[config.mk]
export PLATFORM = sky130hd
export DESIGN_NAME = i2c_master_reader_flat
export DESIGN_NICKNAME = d
export VERILOG_FILES = /design/src/rtl/i2c_master_reader_if.sv /design/src/rtl/i2c_master_reader.sv /design/src/flat_wrapper.sv
export SDC_FILE = /design/constraint.sdc
export NUM_CORES = 1
export LEC_CHECK = 0
export CORE_MARGIN = 5
export CORE_UTILIZATION = 50
export CTS_BUF_LIST = sky130_fd_sc_hd__clkbuf_2
export CTS_CLUSTER_SIZE = 16
export DETAILED_ROUTE_END_ITERATION = 8
export GPL_ROUTABILITY_DRIVEN = 0
export PLACE_DENSITY = 0.74
export SLEW_MARGIN = 20
export SYNTH_ARGS = -nofsm -noshare
export SYNTH_HDL_FRONTEND = slang
export SYNTH_SLANG_ARGS = --single-unit
[constraint.sdc]
create_clock -name CLK -period 2.12 [get_ports CLK]
set_input_delay 0.424 -clock CLK [delete_from_list [all_inputs] [get_ports CLK]]
set_output_delay 0.424 -clock CLK [all_outputs]
set_load 0.03 [all_outputs]
[src/rtl/i2c_master_reader_if.sv]
// Bus bundle for i2c_master_reader: request/capture inputs, open-drain line
// enables and the transaction status/result outputs.
interface i2c_master_reader_if #(
  parameter int ADDRESSLENGTH = 7,
  parameter int NBYTES        = 2
);
  logic                     START;
  logic [ADDRESSLENGTH-1:0] ADDRESS;
  logic [7:0]               POINTER;
  logic                     SDA_IN;
  logic                     SDA_OE;
  logic                     SCL_OE;
  logic                     BUSY;
  logic                     DONE;
  logic                     ACK_ERR;
  logic [8*NBYTES-1:0]      DATA;

  modport master (
    input  START, ADDRESS, POINTER, SDA_IN,
    output SDA_OE, SCL_OE, BUSY, DONE, ACK_ERR, DATA
  );

  modport slave (
    output START, ADDRESS, POINTER, SDA_IN,
    input  SDA_OE, SCL_OE, BUSY, DONE, ACK_ERR, DATA
  );
endinterface

[src/rtl/i2c_master_reader.sv]
// I2C register reader: START, address+W, pointer, repeated START, address+R,
// NBYTES data bytes (master ACKs all but the last), STOP.
module i2c_master_reader #(
  parameter int ADDRESSLENGTH = 7,
  parameter int NBYTES        = 2,
  parameter int CLKDIV        = 4
) (
  input  logic                 CLK,
  input  logic                 RST_N,
  i2c_master_reader_if.master  bus
);

  typedef enum logic [3:0] {
    IDLE, START_C, ADDR_W, ACK_A, PTR, ACK_P, RSTART,
    ADDR_R, ACK_R, RD_BYTE, M_ACK, STOP_C
  } state_t;

  localparam int TW = (ADDRESSLENGTH + 1 > 8) ? ADDRESSLENGTH + 1 : 8;
  localparam int DW = (CLKDIV > 2) ? $clog2(CLKDIV) : 1;
  localparam int RW = 8 * NBYTES;

  state_t                   state_reg, state_next;
  logic [1:0]               q_reg, q_next;
  logic [DW-1:0]            div_reg, div_next;
  logic [7:0]               bit_reg, bit_next;
  logic [2:0]               byte_reg, byte_next;
  logic [TW-1:0]            tx_reg, tx_next;
  logic [RW-1:0]            rx_reg, rx_next;
  logic [RW-1:0]            data_reg, data_next;
  logic [ADDRESSLENGTH-1:0] addr_reg, addr_next;
  logic [7:0]               ptr_reg, ptr_next;
  logic                     nack_reg, nack_next;
  logic                     done_reg, done_next;
  logic                     ack_err_reg, ack_err_next;

  logic tick, last_addr_bit, last_bit, last_byte, bit_scl_low;
  logic sda_oe, scl_oe;
  logic [TW-1:0] addr_w_word, addr_r_word, ptr_word;

  assign tick          = (state_reg != IDLE) && (div_reg == DW'(CLKDIV - 1));
  assign last_addr_bit = (bit_reg == 8'(ADDRESSLENGTH));
  assign last_bit      = (bit_reg == 8'd7);
  assign last_byte     = (byte_reg == 3'(NBYTES - 1));
  assign bit_scl_low   = (q_reg == 2'd0) || (q_reg == 2'd3);

  // Transmit words are left-aligned so the MSB of tx_reg is always the bit on the wire.
  assign addr_w_word = TW'({addr_reg, 1'b0}) << (TW - ADDRESSLENGTH - 1);
  assign addr_r_word = TW'({addr_reg, 1'b1}) << (TW - ADDRESSLENGTH - 1);
  assign ptr_word    = TW'(ptr_reg) << (TW - 8);

  always_ff @(posedge CLK or negedge RST_N) begin
    if (!RST_N) begin
      state_reg   <= IDLE;
      q_reg       <= '0;
      div_reg     <= '0;
      bit_reg     <= '0;
      byte_reg    <= '0;
      tx_reg      <= '0;
      rx_reg      <= '0;
      data_reg    <= '0;
      addr_reg    <= '0;
      ptr_reg     <= '0;
      nack_reg    <= 1'b0;
      done_reg    <= 1'b0;
      ack_err_reg <= 1'b0;
    end else begin
      state_reg   <= state_next;
      q_reg       <= q_next;
      div_reg     <= div_next;
      bit_reg     <= bit_next;
      byte_reg    <= byte_next;
      tx_reg      <= tx_next;
      rx_reg      <= rx_next;
      data_reg    <= data_next;
      addr_reg    <= addr_next;
      ptr_reg     <= ptr_next;
      nack_reg    <= nack_next;
      done_reg    <= done_next;
      ack_err_reg <= ack_err_next;
    end
  end

  always_comb begin
    state_next   = state_reg;
    q_next       = q_reg;
    div_next     = div_reg;
    bit_next     = bit_reg;
    byte_next    = byte_reg;
    tx_next      = tx_reg;
    rx_next      = rx_reg;
    data_next    = data_reg;
    addr_next    = addr_reg;
    ptr_next     = ptr_reg;
    nack_next    = nack_reg;
    ack_err_next = ack_err_reg;
    done_next    = 1'b0;

    if (state_reg == IDLE) begin
      div_next = '0;
      q_next   = '0;
      // done_reg blocks a START that lands in the DONE cycle.
      if (bus.START && !done_reg) begin
        state_next   = START_C;
        addr_next    = bus.ADDRESS;
        ptr_next     = bus.POINTER;
        bit_next     = '0;
        byte_next    = '0;
        rx_next      = '0;
        nack_next    = 1'b0;
        ack_err_next = 1'b0;
      end
    end else begin
      div_next = tick ? '0 : div_reg + 1'b1;
      if (tick) begin
        q_next = q_reg + 2'd1;
        if (q_reg == 2'd2) begin
          if ((state_reg == ACK_A || state_reg == ACK_P || state_reg == ACK_R) && bus.SDA_IN)
            nack_next = 1'b1;
          if (state_reg == RD_BYTE)
            rx_next = {rx_reg[RW-2:0], bus.SDA_IN};
        end
        if (q_reg == 2'd3) begin
          case (state_reg)
            START_C: begin
              state_next = ADDR_W;
              tx_next    = addr_w_word;
              bit_next   = '0;
            end
            ADDR_W, ADDR_R: begin
              if (last_addr_bit) begin
                state_next = (state_reg == ADDR_W) ? ACK_A : ACK_R;
                bit_next   = '0;
              end else begin
                bit_next = bit_reg + 8'd1;
                tx_next  = tx_reg << 1;
              end
            end
            ACK_A: begin
              state_next = nack_reg ? STOP_C : PTR;
              tx_next    = ptr_word;
              bit_next   = '0;
            end
            PTR: begin
              if (last_bit) begin
                state_next = ACK_P;
                bit_next   = '0;
              end else begin
                bit_next = bit_reg + 8'd1;
                tx_next  = tx_reg << 1;
              end
            end
            ACK_P:  state_next = nack_reg ? STOP_C : RSTART;
            RSTART: begin
              state_next = ADDR_R;
              tx_next    = addr_r_word;
              bit_next   = '0;
            end
            ACK_R: begin
              state_next = nack_reg ? STOP_C : RD_BYTE;
              bit_next   = '0;
            end
            RD_BYTE: begin
              if (last_bit) begin
                state_next = M_ACK;
                bit_next   = '0;
              end else begin
                bit_next = bit_reg + 8'd1;
              end
            end
            M_ACK: begin
              if (last_byte) begin
                state_next = STOP_C;
              end else begin
                state_next = RD_BYTE;
                byte_next  = byte_reg + 3'd1;
              end
            end
            default: ;
          endcase
        end
        // STOP is three quarters long; its last tick closes the transaction.
        if (state_reg == STOP_C && q_reg == 2'd2) begin
          state_next   = IDLE;
          q_next       = '0;
          done_next    = 1'b1;
          ack_err_next = nack_reg;
          if (!nack_reg)
            data_next = rx_reg;
        end
      end
    end
  end

  always_comb begin
    sda_oe = 1'b0;
    scl_oe = 1'b0;
    case (state_reg)
      START_C, RSTART: begin
        sda_oe = q_reg[1];
        scl_oe = (q_reg == 2'd3);
      end
      ADDR_W, PTR, ADDR_R: begin
        sda_oe = ~tx_reg[TW-1];
        scl_oe = bit_scl_low;
      end
      ACK_A, ACK_P, ACK_R, RD_BYTE: scl_oe = bit_scl_low;
      M_ACK: begin
        sda_oe = ~last_byte;
        scl_oe = bit_scl_low;
      end
      STOP_C: begin
        sda_oe = ~q_reg[1];
        scl_oe = (q_reg == 2'd0);
      end
      default: ;
    endcase
  end

  assign bus.SDA_OE  = sda_oe;
  assign bus.SCL_OE  = scl_oe;
  assign bus.BUSY    = (state_reg != IDLE);
  assign bus.DONE    = done_reg;
  assign bus.ACK_ERR = ack_err_reg;
  assign bus.DATA    = data_reg;

endmodule

[src/flat_wrapper.sv]
// flat-port wrapper written by rule: the top's interface ports become plain ports
module i2c_master_reader_flat 
#(
  parameter int ADDRESSLENGTH = 7,
  parameter int NBYTES        = 2,
  parameter int CLKDIV        = 4
)
  (CLK, RST_N, bus_START, bus_ADDRESS, bus_POINTER, bus_SDA_IN, bus_SDA_OE, bus_SCL_OE, bus_BUSY, bus_DONE, bus_ACK_ERR, bus_DATA);
  i2c_master_reader_if #(.ADDRESSLENGTH(ADDRESSLENGTH), .NBYTES(NBYTES)) bus_i ();
  input  logic CLK;
  input  logic RST_N;
  input wire logic [$bits(bus_i.START)-1:0] bus_START;
  input wire logic [$bits(bus_i.ADDRESS)-1:0] bus_ADDRESS;
  input wire logic [$bits(bus_i.POINTER)-1:0] bus_POINTER;
  input wire logic [$bits(bus_i.SDA_IN)-1:0] bus_SDA_IN;
  output wire logic [$bits(bus_i.SDA_OE)-1:0] bus_SDA_OE;
  output wire logic [$bits(bus_i.SCL_OE)-1:0] bus_SCL_OE;
  output wire logic [$bits(bus_i.BUSY)-1:0] bus_BUSY;
  output wire logic [$bits(bus_i.DONE)-1:0] bus_DONE;
  output wire logic [$bits(bus_i.ACK_ERR)-1:0] bus_ACK_ERR;
  output wire logic [$bits(bus_i.DATA)-1:0] bus_DATA;
  assign bus_i.START = bus_START;
  assign bus_i.ADDRESS = bus_ADDRESS;
  assign bus_i.POINTER = bus_POINTER;
  assign bus_i.SDA_IN = bus_SDA_IN;
  assign bus_SDA_OE = bus_i.SDA_OE;
  assign bus_SCL_OE = bus_i.SCL_OE;
  assign bus_BUSY = bus_i.BUSY;
  assign bus_DONE = bus_i.DONE;
  assign bus_ACK_ERR = bus_i.ACK_ERR;
  assign bus_DATA = bus_i.DATA;
  i2c_master_reader #(.ADDRESSLENGTH(ADDRESSLENGTH), .NBYTES(NBYTES), .CLKDIV(CLKDIV)) u_core (.CLK(CLK), .RST_N(RST_N), .bus(bus_i));
endmodule
; Word-level counts from Yosys, hierarchy flattened
; Index checks and enable logic that the tools add are counted.
[word_totals]
out_inout_bits = 21
reg_bits = 77
input_bits = 19
word_cells = 132
[classes]
add_sub_neg = 4
eq_ne = 22
n_mux = 51
n_reduce_logical = 37
bitwise_logic = 5
[op_table]
columns = operator, count
row1 = $mux W16, 5
row2 = $mux W8, 6
row3 = $mux W4, 11
row4 = $pmux W4 S9, 1
row5 = $pmux W8 S4, 1
row6 = $mux W3, 6
row7 = $eq A4 B3 Y1 const B, 4
row8 = $eq A4 B4 Y1 const B, 4
row9 = $pmux W8 S2, 1
row10 = $reduce_and A4 Y1, 4
row11 = $mux W2, 7
row12 = $reduce_bool A2 Y1, 7
row13 = $mux W1, 11
row14 = $reduce_bool A11 Y1, 1
row15 = $reduce_and A5 Y1, 2
row16 = $add A8 B1 Y8 const B, 1
row17 = $eq A4 B2 Y1 const B, 2
row18 = $eq A8 B3 Y1 const B, 1
row19 = $ne A4 B1 Y1 const B, 2
row20 = $reduce_bool A4 Y1, 2
row21 = $reduce_or A4 Y1, 2
row22 = $reduce_or A8 Y1, 1
row23 = $reduce_and A7 Y1, 1
row24 = $eq A2 B2 Y1 const B, 3
row25 = 19 further kinds, 33

; Logic depth before layout (Yosys ltp)
; Gate-level depths: netlist of the first run.
[depth]
word_depth = 8
mapped_depth = 8
depth_no_buf = 7

; Worst setup path before layout of the first run
; OpenSTA, ideal clock, no wires.
[synth_path]
path_type = reg2out
from = reg u_core.state_reg[2]
to = out bus_SCL_OE
required_ps = 1696
setup_slack_ps = -503
stages_incl_launch_ff = 5
t_arrival_ps = 2199
path_buffers = 3
path_cell_list = dfrtp_1 > buf_2 > buf_1 > clkbuf_1 > o311ai_0
[synth_via]
elab_chain_cells = 3
word_cells_on_any_way = 14
classes_between = eq/ne: 11 / mux: 1 / reduce/logical: 2
[synth_lines]
columns = item, line_no
row1 = "start, declared", i2c_master_reader.sv:22  ; state_t state_reg, state_next;
row2 = "start signal, assigned", i2c_master_reader.sv:67  ; state_reg <= state_next;
row3 = "$eq A4 B3 Y1, or another cell as far along", i2c_master_reader.sv:197  ; case (state_reg)
row4 = $reduce_or A8 Y1 (no line) / $reduce_or A2 Y1 (equally long branches), --
row5 = $pmux W1 S3 *, i2c_master_reader.sv:197
row6 = "end, declared", flat_wrapper.sv:17  ; output wire logic [$bits(bus_i.SCL_OE)-1:0] bus_SCL_OE;
; Mark *: on every way between the ends. The rest lies on a longest branch, timed or not.

; Worst setup path after layout of the first run
[layout_path]
from = reg u_core.state_reg[1]
to = out bus_SDA_OE
[layout_via]
elab_chain_cells = 3
word_cells_on_any_way = 10
classes_between = eq/ne: 7 / mux: 1 / reduce/logical: 2
[layout_lines]
columns = item, line_no
row1 = "$eq A4 B3 Y1, or another cell as far along", i2c_master_reader.sv:197
row2 = $reduce_or A3 Y1 (no line) / $reduce_or A2 Y1 (equally long branches), --
row3 = $pmux W1 S4 *, i2c_master_reader.sv:197
row4 = "end, declared", flat_wrapper.sv:16  ; output wire logic [$bits(bus_i.SDA_OE)-1:0] bus_SDA_OE;
; Marks and branches as above.

==> results of run 1 <==
-- area by class of cell --
class,instances,area share (%)
tap,102,2.30
clock buffer,10,0.900
sequential,77,34.8
timing repair buffer,117,20.8
multi-input combinational,260,39.4
inverter,10,0.765
clock inverter,5,1.08
-- how the worst min path moves through the flow --
stage,endpoint,slack (ps),cells after the start
2_1_floorplan,u_core.addr_reg[0],130,0
3_3_place_gp,u_core.q_reg[0],390,1
3_5_place_dp,u_core.bit_reg[6],390,1
4_1_cts,u_core.bit_reg[6],340,2
5_1_grt,u_core.bit_reg[6],340,2
6_report,u_core.q_reg[1],340,2
-- worst max-delay path: cells and delay by family (launching register included) --
kind | cells | cell delay [ps]
simple gates | 1 | 140
buf+inv | 3 | 400
compound gates | 2 | 440
flops | 1 | 490
-- cells in the mapped netlist, types with 3 or more instances --
| library cell | n | area share (%) |
|---|---|---|
| o31ai_2 | 5 | 1.6 |
| clkbuf_1 | 15 | 1.4 |
| o311ai_0 | 3 | 0.68 |
| and3_1 | 6 | 0.97 |
| and2_1 | 3 | 0.48 |
| nand2b_1 | 6 | 0.97 |
| nand3_1 | 7 | 0.90 |
| buf_2 | 6 | 0.77 |
| inv_1 | 10 | 0.97 |
| o21ai_1 | 5 | 0.64 |
| dfrtp_1 | 77 | 50 |
| o21ai_0 | 34 | 4.4 |
| nor2b_1 | 6 | 0.97 |
| buf_6 | 3 | 0.87 |
| o21bai_1 | 3 | 0.58 |
| ha_1 | 8 | 2.6 |
| nor2_1 | 18 | 1.7 |
| a22o_1 | 7 | 1.6 |
| a21oi_1 | 19 | 2.4 |
| nand2_1 | 45 | 4.3 |
| mux2_2 | 34 | 9.9 |
| nor3_1 | 5 | 0.64 |
| a222oi_1 | 7 | 1.8 |
-- cells by family (layout without fill, tap and decap cells) --
family	count (synthesis)	after routing	synth area share, %
compound gates	98	98	17.2
buf+inv	36	142	4.28
mux	36	36	10.4
simple gates	114	114	15.1
xor+xnor	3	3	0.676
fa+ha+maj	9	9	2.83
flops	77	77	49.6
-- through the flow --
step	total power, W	area, µm²	worst slack, ps
after global routing	0.00646	5560	-366
after global placement	0.00412	4630	-181
after CTS	0.00529	4890	-289
after floorplan	0.00354	3900	21.6
after detailed placement	0.00420	4630	-223
final	0.00609	5560	-308
-- repair_timing --
item / 4_1_cts / 5_1_grt
setup buffers: 11 / 23
hold buffers: 1 / 0
resized for setup: 22 / 123
endpoints found under the setup margin: 11 / 38
hold endpoints to repair: 30 / 0
gates cloned: 1 / 3
pin swaps: 9 / 34
-- power groups by stage --
stage / Combinational, W / Clock [W] / Sequential, W
2_1_floorplan: 0.00151 / 0 / 0.00203
4_1_cts: 0.00239 / 0.000828 / 0.00207
3_5_place_dp: 0.00207 / 0 / 0.00213
5_1_grt: 0.00337 / 0.000924 / 0.00216
6_report: 0.00313 / 0.000837 / 0.00212
3_3_place_gp: 0.00200 / 0 / 0.00212
-- layer usage --
metal  vias up  global-route usage [%]  wire, µm
met3        36                    4.07       428
met1      1702                    24.8      4370
met5         -                       0         0
met4         0                    6.83       387
li1       1549                       -         -
met2       118                    32.8      5330
==> run_results.csv, run 1 <==
group,metric,value,unit
grt,overflow,0,
layout,final_util,72.7,%
synth,synth_cell_types,54,
power_and_ir_drop,p_clk_share,13.7,%
layout,final-seq-area,1930,µm²
status,violations,"negative setup slack",
layout,antenna_cells,0,
layout,multiInputGateArea,2190,µm²
power_and_ir_drop,vdd_ir_drop_max,0.000682,V
setup_path,crit_path_start,"u_core.state_reg[1]",
sta,fmax,412,MHz
synth,synth_nets,400,
sta,layout_setup_ws,-308,ps
setup_path,max_stage_delay,490,ps
detailed_routing,wl,10500,µm
clock_network,h-tree-depth,3,
setup_path,arrival,2000,ps
sta,rsz0062_at_grt,"true",
layout,final.fill_count,496,
detailed_routing,drcViolationCount,0,
status,status,"finished with violations",
setup_path,crit_type,"reg -> out",
synth,synth_enable_flop_cells,0,
grt,grt_pass1_vias,3153,
floorplan,pin_count,40,
power_and_ir_drop,p_sw,0.00235,W
grt,grt_max_degree,48,
clock_network,path_clk_slew,240,ps
sta,slew_violations,0,
setup_path,rr_worst_depth,9,
place,portBuffers,39,
grt,grtUsageTotal,19.4,%
floorplan,core_area,7650,µm²
setup_path,cp_common_cell,"buf_6",
sta,clock_skew,31.6,ps
floorplan,start_util,50.8,%
power_and_ir_drop,seqPwrFrac,34.8,%
sta,hold_ws,340,ps
setup_path,r2r_start,"u_core.state_reg[3]",
layout,layout_commonest_cell,"dfrtp_1",
sta,finalSetupTns,-3350,ps
place,dpl.cell_count,528,
setup_path,path_cells,"buf_6 > buf_6 > nand2b_4 > o32a_1 > o22ai_2 > buf_6",
floorplan,die_w,98.1,µm
layout,area_delta_synth_final,43.1,%
floorplan,num_rows,32,
setup_path,critPathRequiredTime,1700,ps
layout,mostFrequentLayoutCells,"dfrtp_1, buf_4, clkdlybuf4s50_1, mux2_2, nand2_1",
synth,syn_area,3880,µm²
detailed_routing,firstDrtPassIters,5,
job,maxCapViolations,0,
detailed_routing,antenna_left,0,
synth,yosys_warnings,0,
grt,antenna_found_initial,0,
layout,instances_no_fill,581,
sta,tightest_slew,537,ps
detailed_routing,wl_per_cell,18.1,µm
power_and_ir_drop,powerDensity,1100,nW/µm²
setup_path,slowest_stage,"dfrtp_2",
sta,setup_viol,32,
grt,grt_pass1_wl,15100,µm
synth,ys_seq_elements,77,
floorplan,die_y,98.1,µm
sta,hold_viol_final,0,
clock_network,cts_buffers,9,
synth,yosysSeqAreaShare,49.6,%
sta,layout_min_cycle_time,2430,ps
layout,nNetsFinal,502,
power_and_ir_drop,combPwrFrac,51.5,%
layout,drive_above_1_share,43.4,%
sta,fin_crit_sh,115,%
setup_path,crit_path_start_kind,"register",
synth,synth_cells,373,
power_and_ir_drop,p_leak,2.46,nW
power_and_ir_drop,sw_frac_of_total,38.6,%
detailed_routing,dr_total_vias,3405,
clock_network,cts_root_buf,"clkbuf_2",
synth,synth_ff_type,"dfrtp_1",
clock_network,clk_latency,530,ps
synth,async_flop_share,100,%
detailed_routing,drt-vias-per-instance,5.86,
setup_path,r2r_slack,-130,ps
clock_network,cts_tree,"yes",
power_and_ir_drop,internal_power,0.00374,W
setup_path,endpoint_kind,"output port",
worst_hold_path,hold_path.class,"in -> async",
setup_path,worstPathMaxFanout,5,
synth,avgSynthCellArea,10.4,µm²
floorplan,fp.dieArea,9630,µm²
place,hpwl,5950,µm
setup_path,cp-endpoint,"bus_SDA_OE",
setup_path,r2r-end,"u_core.rx_reg[2]",
detailed_routing,drt-initial-drc-count,238,
clock_network,clkSinkCount,77,
sta,slew_headroom,64.1,%
clock_network,cts_buffer_depth,2,
No activity file was read; power rests on OpenSTA's default activity.
==> run 2: changes to the inputs <==
- CORE_ASPECT_RATIO: not set -> 1.4
- CTS_CLUSTER_SIZE: 16 -> 30
- HOLD_SLACK_MARGIN: not set -> 0.03
==> run 2 against run 1 <==
Against the previous run:
- worst hold slack got worse by 27 ps
- the run still ends with negative setup slack left
- critical path depth stayed put
- sequential cell count did not move
- register-to-register slack better by 40 ps
- first-iteration DRC count unchanged
- clock-buffer cell count unchanged
- critical endpoint is now bus_SCL_OE
- sequential power about the same
- largest power group unchanged
- utilization is 5.9 points lower
==> run_results.csv, run 2 (synthesis results as in run 1) <==
group,metric,value,unit
setup_path,path_cells,"buf_6 > buf_4 > and3_4 > o21ai_2 > o311ai_2 > buf_4",
setup_path,r2r_slack,-90,ps
sta,setup_viol,11,
setup_path,critPathRequiredTime,1700,ps
setup_path,arrival,1960,ps
grt,grtUsageTotal,19.7,%
place,hpwl,5770,µm
clock_network,h-tree-depth,3,
job,maxCapViolations,0,
clock_network,clk_latency,550,ps
floorplan,core_area,7650,µm²
detailed_routing,wl,9010,µm
setup_path,crit_path_start_kind,"register",
clock_network,cts_buffers,9,
place,portBuffers,39,
sta,fin_crit_sh,112,%
layout,layout_commonest_cell,"dfrtp_1",
place,dpl_worst_slack,-178,ps
detailed_routing,drcViolationCount,0,
layout,final-seq-area,1930,µm²
sta,layout_setup_ws,-264,ps
setup_path,crit_type,"reg -> out",
power_and_ir_drop,p_clk_share,12.4,%
sta,clock_skew,20.9,ps
power_and_ir_drop,combPwrFrac,49.4,%
sta,hold_viol_final,0,
sta,tightest_slew,562,ps
status,status,"finished with violations",
setup_path,r2r-end,"u_core.bit_reg[4]",
sta,layout_min_cycle_time,2380,ps
power_and_ir_drop,powerDensity,1090,nW/µm²
sta,slew_violations,0,
detailed_routing,wl_per_cell,16.3,µm
power_and_ir_drop,internal_power,0.00338,W
clock_network,cts_buffer_depth,2,
setup_path,worstPathMaxFanout,5,
power_and_ir_drop,vdd_ir_drop_max,0.000717,V
setup_path,endpoint_kind,"output port",
sta,fmax,419,MHz
floorplan,die_y,114,µm
layout,final_util,66.8,%
grt,grt_pass1_wl,15400,µm
grt,grt_pass1_vias,3268,
detailed_routing,antenna_left,0,
setup_path,slowest_stage,"dfrtp_2",
floorplan,die_w,84.5,µm
layout,final.fill_count,557,
floorplan,start_util,50.8,%
place,placed_cell_area,4550,µm²
clock_network,clkSinkCount,77,
power_and_ir_drop,seqPwrFrac,38.2,%
layout,nNetsFinal,475,
layout,instances_no_fill,553,
grt,overflow,0,
worst_hold_path,hold_path.class,"in -> async",
layout,drive_above_1_share,32.9,%
sta,rsz0062_at_grt,"true",
detailed_routing,firstDrtPassIters,9,
clock_network,cts_root_buf,"clkbuf_2",
sta,slew_headroom,62.5,%
floorplan,num_rows,38,
setup_path,max_stage_delay,500,ps
status,violations,"negative setup slack",
floorplan,fp.dieArea,9660,µm²
detailed_routing,drt-vias-per-instance,5.67,
detailed_routing,dr_total_vias,3138,
setup_path,rr_worst_depth,6,
place,dpl.cell_count,515,
clock_network,path_clk_slew,220,ps
layout,mostFrequentLayoutCells,"dfrtp_1, nand2_1, buf_4, mux2_2, clkdlybuf4s50_1",
detailed_routing,drt-initial-drc-count,238,
clock_network,cts_tree,"yes",
power_and_ir_drop,p_sw,0.00217,W
setup_path,r2r_start,"u_core.state_reg[1]",
floorplan,pin_count,40,
grt,grt_max_degree,48,
grt,antenna_found_initial,0,
layout,multiInputGateArea,2020,µm²
layout,fin_area,5110,µm²
layout,antenna_cells,0,
power_and_ir_drop,sw_frac_of_total,39.2,%
setup_path,cp_common_cell,"buf_4",
power_and_ir_drop,p_leak,2.30,nW
layout,area_delta_synth_final,31.6,%
-- run 2: timing repair --
item | CTS | global route
resized for setup | 36 | 56
pin swaps | 7 | 14
setup endpoints to repair | 13 | 43
cloned | 0 | 0
hold buffers | 1 | 0
hold endpoints to repair | 30 | 0
setup buffers | 16 | 5
-- run 2: critical path, delay by kind of cell, from the launching register on --
| family | cells | cell delay [ps] |
|---|---|---|
| compound gates | 2 | 290 |
| buf+inv | 3 | 480 |
| flops | 1 | 500 |
| simple gates | 1 | 150 |
-- run 2: power groups by stage --
stage	combinational, W	sequential [W]	clock [W]
finish	0.00274	0.00212	0.000687
global route	0.00300	0.00218	0.000762
detailed placement	0.00204	0.00214	0
global placement	0.00198	0.00212	0
CTS	0.00241	0.00209	0.000710
floorplan	0.00151	0.00203	0
-- run 2: worst max path at each step --
stage,from,endpoint,cells past startpoint,slack (ps)
2_1_floorplan,u_core.state_reg[2],bus_SDA_OE,7,20
3_3_place_gp,bus_START,u_core.bit_reg[7],6,-160
3_5_place_dp,bus_START,u_core.bit_reg[3],6,-180
4_1_cts,u_core.state_reg[0],bus_SDA_OE,7,-280
5_1_grt,u_core.byte_reg[0],bus_SDA_OE,6,-340
6_report,u_core.state_reg[2],bus_SCL_OE,6,-260
-- run 2: layer usage --
layer / up-vias / GRT usage, % / routed length [µm]
li1: 1506 / - / -
met1: 1531 / 24.4 / 3810
met2: 77 / 32.3 / 4560
met3: 24 / 3.17 / 347
met4: 0 / 11.5 / 281
met5: - / 0 / 0
-- run 2: area by class of cell --
cell class / count / area share (%)
tap: 100 / 2.45
clock buffer: 10 / 0.979
clock inverter: 6 / 0.759
inverter: 10 / 0.881
sequential: 77 / 37.8
timing repair buffer: 90 / 17.6
multi-input combinational: 260 / 39.5
-- run 2: stage by stage --
stage | hold WS [ps] | TNS (ps) | total power [W]
2_1_floorplan | 128 | 0 | 0.00354
3_3_place_gp | 379 | -886 | 0.00410
3_5_place_dp | 381 | -1110 | 0.00418
4_1_cts | 308 | -1530 | 0.00520
5_1_grt | 329 | -2110 | 0.00594
6_report | 313 | -1050 | 0.00555
==> run 3: changes to the inputs <==
- CTS_CLUSTER_SIZE: 30 -> not set
- PLACE_DENSITY: 0.74 -> 0.72
- SLEW_MARGIN: 20 -> 5
- clock period: 2.12 -> 2.3 ns (I/O delays scaled with it)
==> run 3 against run 2 <==
Against the previous run:
- the flow still finishes with violations (negative setup slack)
- highest routed layer unchanged
- die area is the same
- routed wire length grew 6.1%
- clock power grew 21%
- sequential share of layout area grew 0.084 points
- clock skew shrank 7.4 ps
- first-iteration DRC count grew 21%
- via count grew 2.5%
- sequential power shrank 8%
- total power shrank 3.4%
- global-route usage shrank 0.23 points
- largest power group unchanged
- design area shrank 0.22%
==> run_results.csv, run 3 (synthesis results as in run 1) <==
group,metric,value,unit
detailed_routing,dr_total_vias,3215,
clock_network,clk_latency,550,ps
setup_path,max_stage_delay,470,ps
grt,grtUsageTotal,19.4,%
setup_path,arrival,1970,ps
place,hpwl,5670,µm
setup_path,crit_path_start_kind,"register",
detailed_routing,drcViolationCount,0,
floorplan,pin_count,40,
clock_network,cts_buffers,9,
layout,final_util,66.6,%
clock_network,clkSinkCount,77,
detailed_routing,firstDrtPassIters,6,
grt,overflow,0,
sta,slew_violations,0,
layout,mostFrequentLayoutCells,"dfrtp_1, nand2_1, buf_4, clkdlybuf4s50_1, mux2_2",
sta,clock_skew,13.5,ps
sta,hold_viol_final,0,
sta,layout_setup_ws,-125,ps
grt,antenna_found_initial,0,
sta,tightest_slew,862,ps
setup_path,worstPathMaxFanout,8,
place,dpl_worst_slack,-11.6,ps
detailed_routing,antenna_left,0,
worst_hold_path,hold_path.class,"in -> async",
layout,final.fill_count,558,
floorplan,num_rows,38,
detailed_routing,wl,9550,µm
layout,layout_commonest_cell,"dfrtp_1",
detailed_routing,drt-initial-drc-count,289,
layout,antenna_cells,0,
setup_path,path_cells,"buf_8 > nand2b_4 > o32a_1 > o22ai_2 > buf_6",
grt,grt_pass1_vias,3177,
clock_network,h-tree-depth,3,
setup_path,cp.buffers_inverters,2,
place,portBuffers,39,
setup_path,slowest_stage,"dfrtp_2",
floorplan,die_w,84.5,µm
floorplan,die_y,114,µm
floorplan,fp.dieArea,9660,µm²
status,violations,"negative setup slack",
layout,multiInputGateArea,1970,µm²
clock_network,cts_tree,"yes",
detailed_routing,wl_per_cell,17.3,µm
layout,drive_above_1_share,31.0,%
clock_network,path_clk_slew,210,ps
power_and_ir_drop,p_total,0.00536,W
layout,area_delta_synth_final,31.3,%
sta,fmax,412,MHz
job,maxCapViolations,0,
grt,grt_max_degree,40,
sta,setup_viol,3,
layout,final-seq-area,1930,µm²
clock_network,cts_buffer_depth,2,
power_and_ir_drop,powerDensity,1050,nW/µm²
power_and_ir_drop,p_leak,2.23,nW
setup_path,crit_family,"compound AO/OA/AOI/OAI gates",
setup_path,endpoint_kind,"output port",
sta,finalSetupTns,-266,ps
grt,grt_pass1_wl,15000,µm
sta,hold_ws,394,ps
power_and_ir_drop,vdd_ir_drop_max,0.000799,V
clock_network,cts_root_buf,"clkbuf_2",
status,status,"finished with violations",
layout,nNetsFinal,474,
setup_path,crit_type,"reg -> out",
floorplan,core_area,7650,µm²
sta,layout_min_cycle_time,2430,ps
setup_path,critPathRequiredTime,1840,ps
sta,slew_headroom,42.1,%
detailed_routing,drt-vias-per-instance,5.83,
floorplan,start_util,50.8,%
sta,rsz0062_at_grt,"true",
sta,fin_crit_sh,105,%
run 3: worst paths after layout:
check	to	cells after the start	slack, ps	startpoint
setup reg to reg	u_core.state_reg[1]	9	-20	u_core.state_reg[1]
max in group asynchronous	u_core.state_reg[3]	3	1300	RST_N
setup / recovery	bus_SDA_OE	5	-130	u_core.state_reg[1]
hold / removal	u_core.rx_reg[7]	2	390	RST_N
min in group CLK	u_core.div_reg[0]	1	460	u_core.div_reg[0]
hold reg to reg	u_core.div_reg[0]	1	460	u_core.div_reg[0]
run 3: worst register-to-register path: stages (launching register included):
cell	delay [ps]
dfrtp_2	470
buf_4	150
nor4_4	350
inv_2	100
buf_4	220
o311ai_0	230
o221ai_4	230
buf_6	180
o21ai_0	190
o31ai_1	100
run 3: repair_timing:
action / in CTS / in global routing
setup endpoints to repair: 3 / 13
hold buffers: 1 / 0
pin swaps: 7 / 6
buffers inserted: 17 / 8
resized for setup: 40 / 31
endpoints found under the hold margin: 38 / 0
gates cloned: 1 / 1
run 3: routing by layer:
layer	up-vias	global-route usage, %	wire [µm]
li1	1496	-	-
met1	1588	24.4	3880
met2	105	32.1	4950
met3	26	4.54	460
met4	0	8.24	265
met5	-	0	0
run 3: stage by stage:
step                instances  area (µm²)
finish                    551        5100
global route              551        5100
global placement          508        4470
floorplan                 373        3890
CTS                       542        4900
detailed placement        508        4470
run 3: final cells by class:
class	count	share of cell area, %
timing repair buffer	89	17.9
multi-input combinational	260	38.5
clock buffer	10	0.981
clock inverter	5	1.50
tap	100	2.45
inverter	10	0.736
sequential	77	37.9
run 3: report_power, final:
| part | internal (W) | total (W) | switching (W) |
|---|---|---|---|
| Clock | 0.000354 | 0.000829 | 0.000475 |
| Combinational | 0.00130 | 0.00259 | 0.00130 |
| Sequential | 0.00168 | 0.00194 | 0.000262 |
